<file path="src/rtl/dstack_tos_ctrl.sv">
// dstack_tos_ctrl
// Data-stack front end. Keeps top-of-stack in a register, tracks live depth,
// and turns stack micro-ops into we/delta/wd commands for the RAM stack that
// holds every entry below TOS. Next-on-stack comes back on ram_rd.
// Overflowing or underflowing ops are rejected and flagged in sticky errors.
// After each op that touches the RAM, one settle cycle lets ram_rd show the
// new NOS before the next op is taken.
//
// Ports:
//   clk, rst             clock, asynchronous active-high reset
//   op, din, op_valid    micro-op, operand, valid
//   op_ready             op can be accepted this cycle
//   clear_err            clears ovf_err / unf_err at the next edge
//   tos, nos             top / next-on-stack (nos mirrors ram_rd)
//   depth, empty, full   live entry count including TOS, and its bounds
//   ovf_err, unf_err     sticky error flags
//   ram_we, ram_delta,   command to the RAM stack, valid only in the
//   ram_wd               accept cycle; ram_wd always carries tos
//   ram_rd               current NOS from the RAM stack
module dstack_tos_ctrl #(
    parameter int WIDTH = 16,
    parameter int DEPTH = 512,
    parameter int DW    = $clog2(DEPTH) + 1
) (
    input  logic             clk,
    input  logic             rst,
    input  logic [2:0]       op,
    input  logic [WIDTH-1:0] din,
    input  logic             op_valid,
    output logic             op_ready,
    input  logic             clear_err,
    output logic [WIDTH-1:0] tos,
    output logic [WIDTH-1:0] nos,
    output logic [DW-1:0]    depth,
    output logic             empty,
    output logic             full,
    output logic             ovf_err,
    output logic             unf_err,
    output logic             ram_we,
    output logic [1:0]       ram_delta,
    output logic [WIDTH-1:0] ram_wd,
    input  logic [WIDTH-1:0] ram_rd
);

    localparam logic [2:0] OP_NOP     = 3'b000;
    localparam logic [2:0] OP_PUSH    = 3'b001;
    localparam logic [2:0] OP_DROP    = 3'b010;
    localparam logic [2:0] OP_DUP     = 3'b011;
    localparam logic [2:0] OP_SWAP    = 3'b100;
    localparam logic [2:0] OP_OVER    = 3'b101;
    localparam logic [2:0] OP_REPLACE = 3'b110;
    localparam logic [2:0] OP_NIP     = 3'b111;

    localparam logic [1:0] D_HOLD = 2'b00;
    localparam logic [1:0] D_INC  = 2'b01;
    localparam logic [1:0] D_DEC  = 2'b11;

    localparam logic [DW-1:0] DEPTH_C = DW'(DEPTH);
    localparam logic [DW-1:0] ZERO_C  = DW'(0);
    localparam logic [DW-1:0] ONE_C   = DW'(1);
    localparam logic [DW-1:0] TWO_C   = DW'(2);

    typedef enum logic {
        S_IDLE   = 1'b0,
        S_SETTLE = 1'b1
    } state_t;

    state_t           state_q, state_d;
    logic [WIDTH-1:0] tos_q, tos_d;
    logic [DW-1:0]    depth_q, depth_d;
    logic             ovf_q, ovf_d;
    logic             unf_q, unf_d;

    logic             accept_s;
    logic             full_s;
    logic             empty_s;
    logic             lt2_s;
    logic             we_s;
    logic [1:0]       delta_s;
    logic             ovf_set_s;
    logic             unf_set_s;

    // Decode the accepted op into a RAM command, legality and next TOS/depth.
    always_comb begin
        op_ready  = (state_q == S_IDLE);
        accept_s  = op_valid && op_ready;
        full_s    = (depth_q == DEPTH_C);
        empty_s   = (depth_q == ZERO_C);
        lt2_s     = (depth_q < TWO_C);
        we_s      = 1'b0;
        delta_s   = D_HOLD;
        tos_d     = tos_q;
        depth_d   = depth_q;
        ovf_set_s = 1'b0;
        unf_set_s = 1'b0;
        if (accept_s) begin
            case (op)
                OP_PUSH: begin
                    if (full_s) begin
                        ovf_set_s = 1'b1;
                    end else begin
                        we_s    = 1'b1;
                        delta_s = D_INC;
                        tos_d   = din;
                        depth_d = depth_q + ONE_C;
                    end
                end
                OP_DROP: begin
                    if (empty_s) begin
                        unf_set_s = 1'b1;
                    end else begin
                        delta_s = D_DEC;
                        // Dropping the last entry leaves nothing meaningful on ram_rd.
                        tos_d   = (depth_q == ONE_C) ? {WIDTH{1'b0}} : ram_rd;
                        depth_d = depth_q - ONE_C;
                    end
                end
                OP_DUP: begin
                    if (full_s) begin
                        ovf_set_s = 1'b1;
                    end else if (empty_s) begin
                        unf_set_s = 1'b1;
                    end else begin
                        we_s    = 1'b1;
                        delta_s = D_INC;
                        depth_d = depth_q + ONE_C;
                    end
                end
                OP_SWAP: begin
                    if (lt2_s) begin
                        unf_set_s = 1'b1;
                    end else begin
                        // Old TOS overwrites NOS in place while NOS moves into TOS.
                        we_s  = 1'b1;
                        tos_d = ram_rd;
                    end
                end
                OP_OVER: begin
                    // Overflow is checked first so it wins over underflow.
                    if (full_s) begin
                        ovf_set_s = 1'b1;
                    end else if (lt2_s) begin
                        unf_set_s = 1'b1;
                    end else begin
                        we_s    = 1'b1;
                        delta_s = D_INC;
                        tos_d   = ram_rd;
                        depth_d = depth_q + ONE_C;
                    end
                end
                OP_REPLACE: begin
                    tos_d   = din;
                    depth_d = empty_s ? ONE_C : depth_q;
                end
                OP_NIP: begin
                    if (lt2_s) begin
                        unf_set_s = 1'b1;
                    end else begin
                        delta_s = D_DEC;
                        depth_d = depth_q - ONE_C;
                    end
                end
                OP_NOP: begin
                end
                default: begin
                end
            endcase
        end else begin
            we_s = 1'b0;
        end
        // A newly detected error beats a simultaneous clear.
        ovf_d = (ovf_q && !clear_err) || ovf_set_s;
        unf_d = (unf_q && !clear_err) || unf_set_s;
    end

    // Next FSM state: any RAM command needs one cycle for ram_rd to settle.
    always_comb begin
        state_d = S_IDLE;
        case (state_q)
            S_IDLE: begin
                if (we_s || (delta_s != D_HOLD)) begin
                    state_d = S_SETTLE;
                end else begin
                    state_d = S_IDLE;
                end
            end
            S_SETTLE: state_d = S_IDLE;
            default:  state_d = S_IDLE;
        endcase
    end

    // State, TOS, depth and error flag registers.
    always_ff @(posedge clk or posedge rst) begin
        if (rst) begin
            state_q <= S_IDLE;
            tos_q   <= {WIDTH{1'b0}};
            depth_q <= ZERO_C;
            ovf_q   <= 1'b0;
            unf_q   <= 1'b0;
        end else begin
            state_q <= state_d;
            tos_q   <= tos_d;
            depth_q <= depth_d;
            ovf_q   <= ovf_d;
            unf_q   <= unf_d;
        end
    end

    assign tos       = tos_q;
    assign nos       = ram_rd;
    assign depth     = depth_q;
    assign empty     = empty_s;
    assign full      = full_s;
    assign ovf_err   = ovf_q;
    assign unf_err   = unf_q;
    assign ram_we    = we_s;
    assign ram_delta = delta_s;
    assign ram_wd    = tos_q;

endmodule

</file>
<file path="config.mk">
export PLATFORM = sky130hd
export DESIGN_NAME = dstack_tos_ctrl
export DESIGN_NICKNAME = d
export VERILOG_FILES = /design/src/rtl/dstack_tos_ctrl.sv
export SDC_FILE = /design/constraint.sdc
export NUM_CORES = 1
export LEC_CHECK = 0
export CORE_AREA = 2 2 89 66
export CTS_CLUSTER_SIZE = 25
export DETAILED_ROUTE_END_ITERATION = 8
export DIE_AREA = 0 0 91 68
export DONT_BUFFER_PORTS = 1
export PLACE_DENSITY = 0.68
export SLEW_MARGIN = 0
export SYNTH_ARGS = -nofsm -noshare
export SYNTH_HDL_FRONTEND = slang
export SYNTH_SLANG_ARGS = --single-unit
</file>
<file path="constraint.sdc">
create_clock -name clk -period 4.03 [get_ports clk]
set_input_delay 0.806 -clock clk [delete_from_list [all_inputs] [get_ports clk]]
set_output_delay 0.806 -clock clk [all_outputs]
set_load 0.02 [all_outputs]
</file>
==> flow_summary.json <==
{
  "core_sq_um": 5410,
  "synth_area_leader_cell": "dfrtp_1",
  "async_flop_share_pct": 100,
  "reg2reg_to": "depth[7]",
  "endpoint_kind": "primary output",
  "drc": 0,
  "postLayoutCellArea_sq_um": 2220,
  "cts-root-buf": "clkbuf_8",
  "hold_slack_ps": 484,
  "pre_cts_ws_ps": 674,
  "gp_routability_congestion": 0.877,
  "cp-start-kind": "register",
  "vias_per_cell": 6.24,
  "vias": 1741,
  "area_growth_pct": -4.52,
  "antenna_left": 0,
  "grt_overflow_total": 0,
  "cp-startpoint": "depth[1]",
  "worst_pin_slew_ps": 1020,
  "worstPathCellList": "inv_1 > ha_1 > nor4bb_1 > a41o_1 > nor3_1 > and2_1 > a21boi_0 > buf_4",
  "met3_length_um": 504,
  "post_cts_buffers": 0,
  "ir_drop_mv": 0.378,
  "ff2ff_setup_slack_ps": 1220,
  "die_h_um": 68,
  "critPathTopFamily": "simple AND/OR/NAND/NOR gates",
  "syn_nets": 283,
  "worstSetupEndpoint": "ram_delta[0]",
  "synthMuxAreaShare_pct": 9.85,
  "synth_compound_area_share_pct": 25.3,
  "antenna_found_initial": 0,
  "grt.total_usage_pct": 15.9,
  "cts_tree": "yes",
  "io_pins": 105,
  "synthAdderAreaFrac_pct": 2.15,
  "die_x_um": 91,
  "clkTransAtPathRegs_ps": 70,
  "total_power_mw": 1.64,
  "period_share_pct": 90.5,
  "hold_buffers": 0,
  "skew_ps": 9.84,
  "drt-pass1-iter-count": 4,
  "cp.depth": 8,
  "yosys.area_share.xor_xnor_pct": 0.377,
  "synth_edf_count": 0,
  "grt_pass1_vias": 1514,
  "critical_path_class": "reg -> out",
  "synth_area_sq_um": 2320,
  "finalHoldViolCount": 0,
  "rsz0062_at_grt": "no",
  "hpwl_um": 3750,
  "design.die.area_sq_um": 6190,
  "topRoutingLayerUsed": "met4",
  "cts_sinks": 29,
  "cts.path.max_buffers": 2,
  "min_path_type": "in -> async",
  "relSlewSlack_pct": 31.3,
  "crit_arrival_ps": 2840,
  "ys_seq_elements": 29,
  "wl_met2_um": 2240,
  "finalWorstSetupSlack_ps": 381,
  "htreeDepth": 2,
  "maxCapViolCount": 0,
  "cts_buffers": 5,
  "clk_latency_ps": 280,
  "antenna_cells": 0,
  "ys_warn_count": 0,
  "drt-total-wl_um": 5130,
  "synth.avg_cell_area_sq_um": 9.68,
  "cts_resized": 0,
  "met1_length_um": 2350,
  "drt-initial-drc-count": 149,
  "rr_startpoint": "depth[1]",
  "slowest_stage": "dfrtp_1",
  "n_fill_cell": 573,
  "fin_nets": 246,
  "grt_pass1_wl_um": 7780,
  "start_util_pct": 42.9,
  "ys_types": 59,
  "outcome": "finished, final reports clean",
  "rr_worst_depth": 7,
  "power.density_nw_per_um2": 737,
  "row_count": 23,
  "critPathBufInv": 2,
  "drv_slew": 0,
  "drive_above_1_share_pct": 18.6,
  "port_buffers": 0,
  "ys_seq_area_share_pct": 31.2,
  "synthCells": 240,
  "synth-simple-area-share_pct": 14.3,
  "path_max_fanout": 10,
  "period_needed_ps": 3650,
  "synthFlopType": "dfrtp_1",
  "grt_max_degree": 30,
  "leakagePower_nw": 0.907,
  "synth_top_area_share_pct": 31.2,
  "fmax_mhz": 274,
  "wl_per_cell_um": 18.4,
  "cp.required_ps": 3220,
  "finalSetupTns_ps": 0,
  "setup-violations-final": 0,
  "critical_path.max_stage_delay_ps": 670,
  "placed_area_sq_um": 2100,
  "netlist_top_cells_area": "dfrtp_1 31%, buf_4 11%, a22o_1 6.8%",
  "synth_top_family_by_area": "compound AO/OA/AOI/OAI gates"
}
[synth_stat cells, drive strengths merged (2+ instances only)]
cell type,instances
a22o,18
a21oi,13
nand3,8
dfrtp,29
buf,43
nor2b,3
mux2,17
clkbuf,5
and2,3
or4,2
nor4,3
o41ai,2
o21ai,4
nor3,3
nand2b,3
nor3b,2
inv,11
a31oi,8
o31ai,2
ha,4
o2bb2ai,3
o22ai,6
a21boi,4
nor2,5
a311o,2
and3,3
or3,2
nand2,12
[kinds of logic (layout without fill, tap and decap cells)]
logic type	count (synthesis)	count (layout)
and+or+nand+nor	54	54
AOI/OAI and AO/OA	76	76
xor gates and xnor gates	1	1
muxes	17	17
buffers and inverters	59	23
adders and majority gates	4	4
DFF	29	29
[cell type report]
type	instances	area, sq um	area share [%]
clock buffers	6	82.6	3.72
clock inverters	2	37.5	1.69
inverters	11	41.3	1.86
multi-input cells	152	1210	54.4
flip-flops and latches	29	726	32.7
well taps	75	93.8	4.23
repair buffers	4	30.0	1.35
[how the worst min path moves through the flow]
stage,cells past startpoint,start,slack [ps],to
after detailed placement,1,ovf_err,630,ovf_err
after global placement,1,ovf_err,630,ovf_err
after CTS,2,rst,500,ram_wd[6]
final,2,rst,480,ram_wd[6]
after floorplan,1,ovf_err,610,ovf_err
after global routing,2,rst,520,depth[3]
[stage by stage]
stage | std cells | util, %
after global placement | 271 | 38.8
after floorplan | 240 | -
final | 279 | 41.0
after CTS | 279 | 41.0
after global routing | 279 | 41.0
after detailed placement | 271 | 38.8
[power breakdown]
part	total (mW)	switching (mW)	internal [mW]
sequential	0.820	0.420	0.400
combinational	0.495	0.259	0.237
clock	0.320	0.119	0.201
[per-layer routing]
layer  up-vias  global-route usage (%)
li1        791                       -
met1       852                    21.6
met2        94                    24.4
met3         4                    5.95
met4         0                    3.22
met5         -                       0
[placed cells by master, fill, tap and decap left out, drive strengths merged, types with 2 or more instances in the layout]
cell type	n
dfrtp	29
a21boi	4
and3	3
nor4	3
nor3b	2
clkbuf	6
or4	2
and2	3
o22ai	6
a22o	18
nand2b	3
nor2	5
nor2b	3
o2bb2ai	3
nand2	12
a311o	2
or3	2
buf	4
a21oi	13
ha	4
o31ai	2
mux2	17
a31oi	8
nor3	3
o21ai	4
o41ai	2
inv	11
nand3	8
[worst register-to-register path, stage by stage, from the launching register on]
cell	delay (ps)
dfrtp_1	670
inv_1	170
ha_1	260
nor4bb_1	150
a41o_1	280
a211oi_1	770
a21boi_0	260
a2bb2oi_1	170
[registers in the layout, summed over array words and instances, names as in the netlist]
name	count
ram_wd	16
depth	10
ovf_err	1
state_q	1
unf_err	1
No activity file was read; power rests on OpenSTA's default activity.
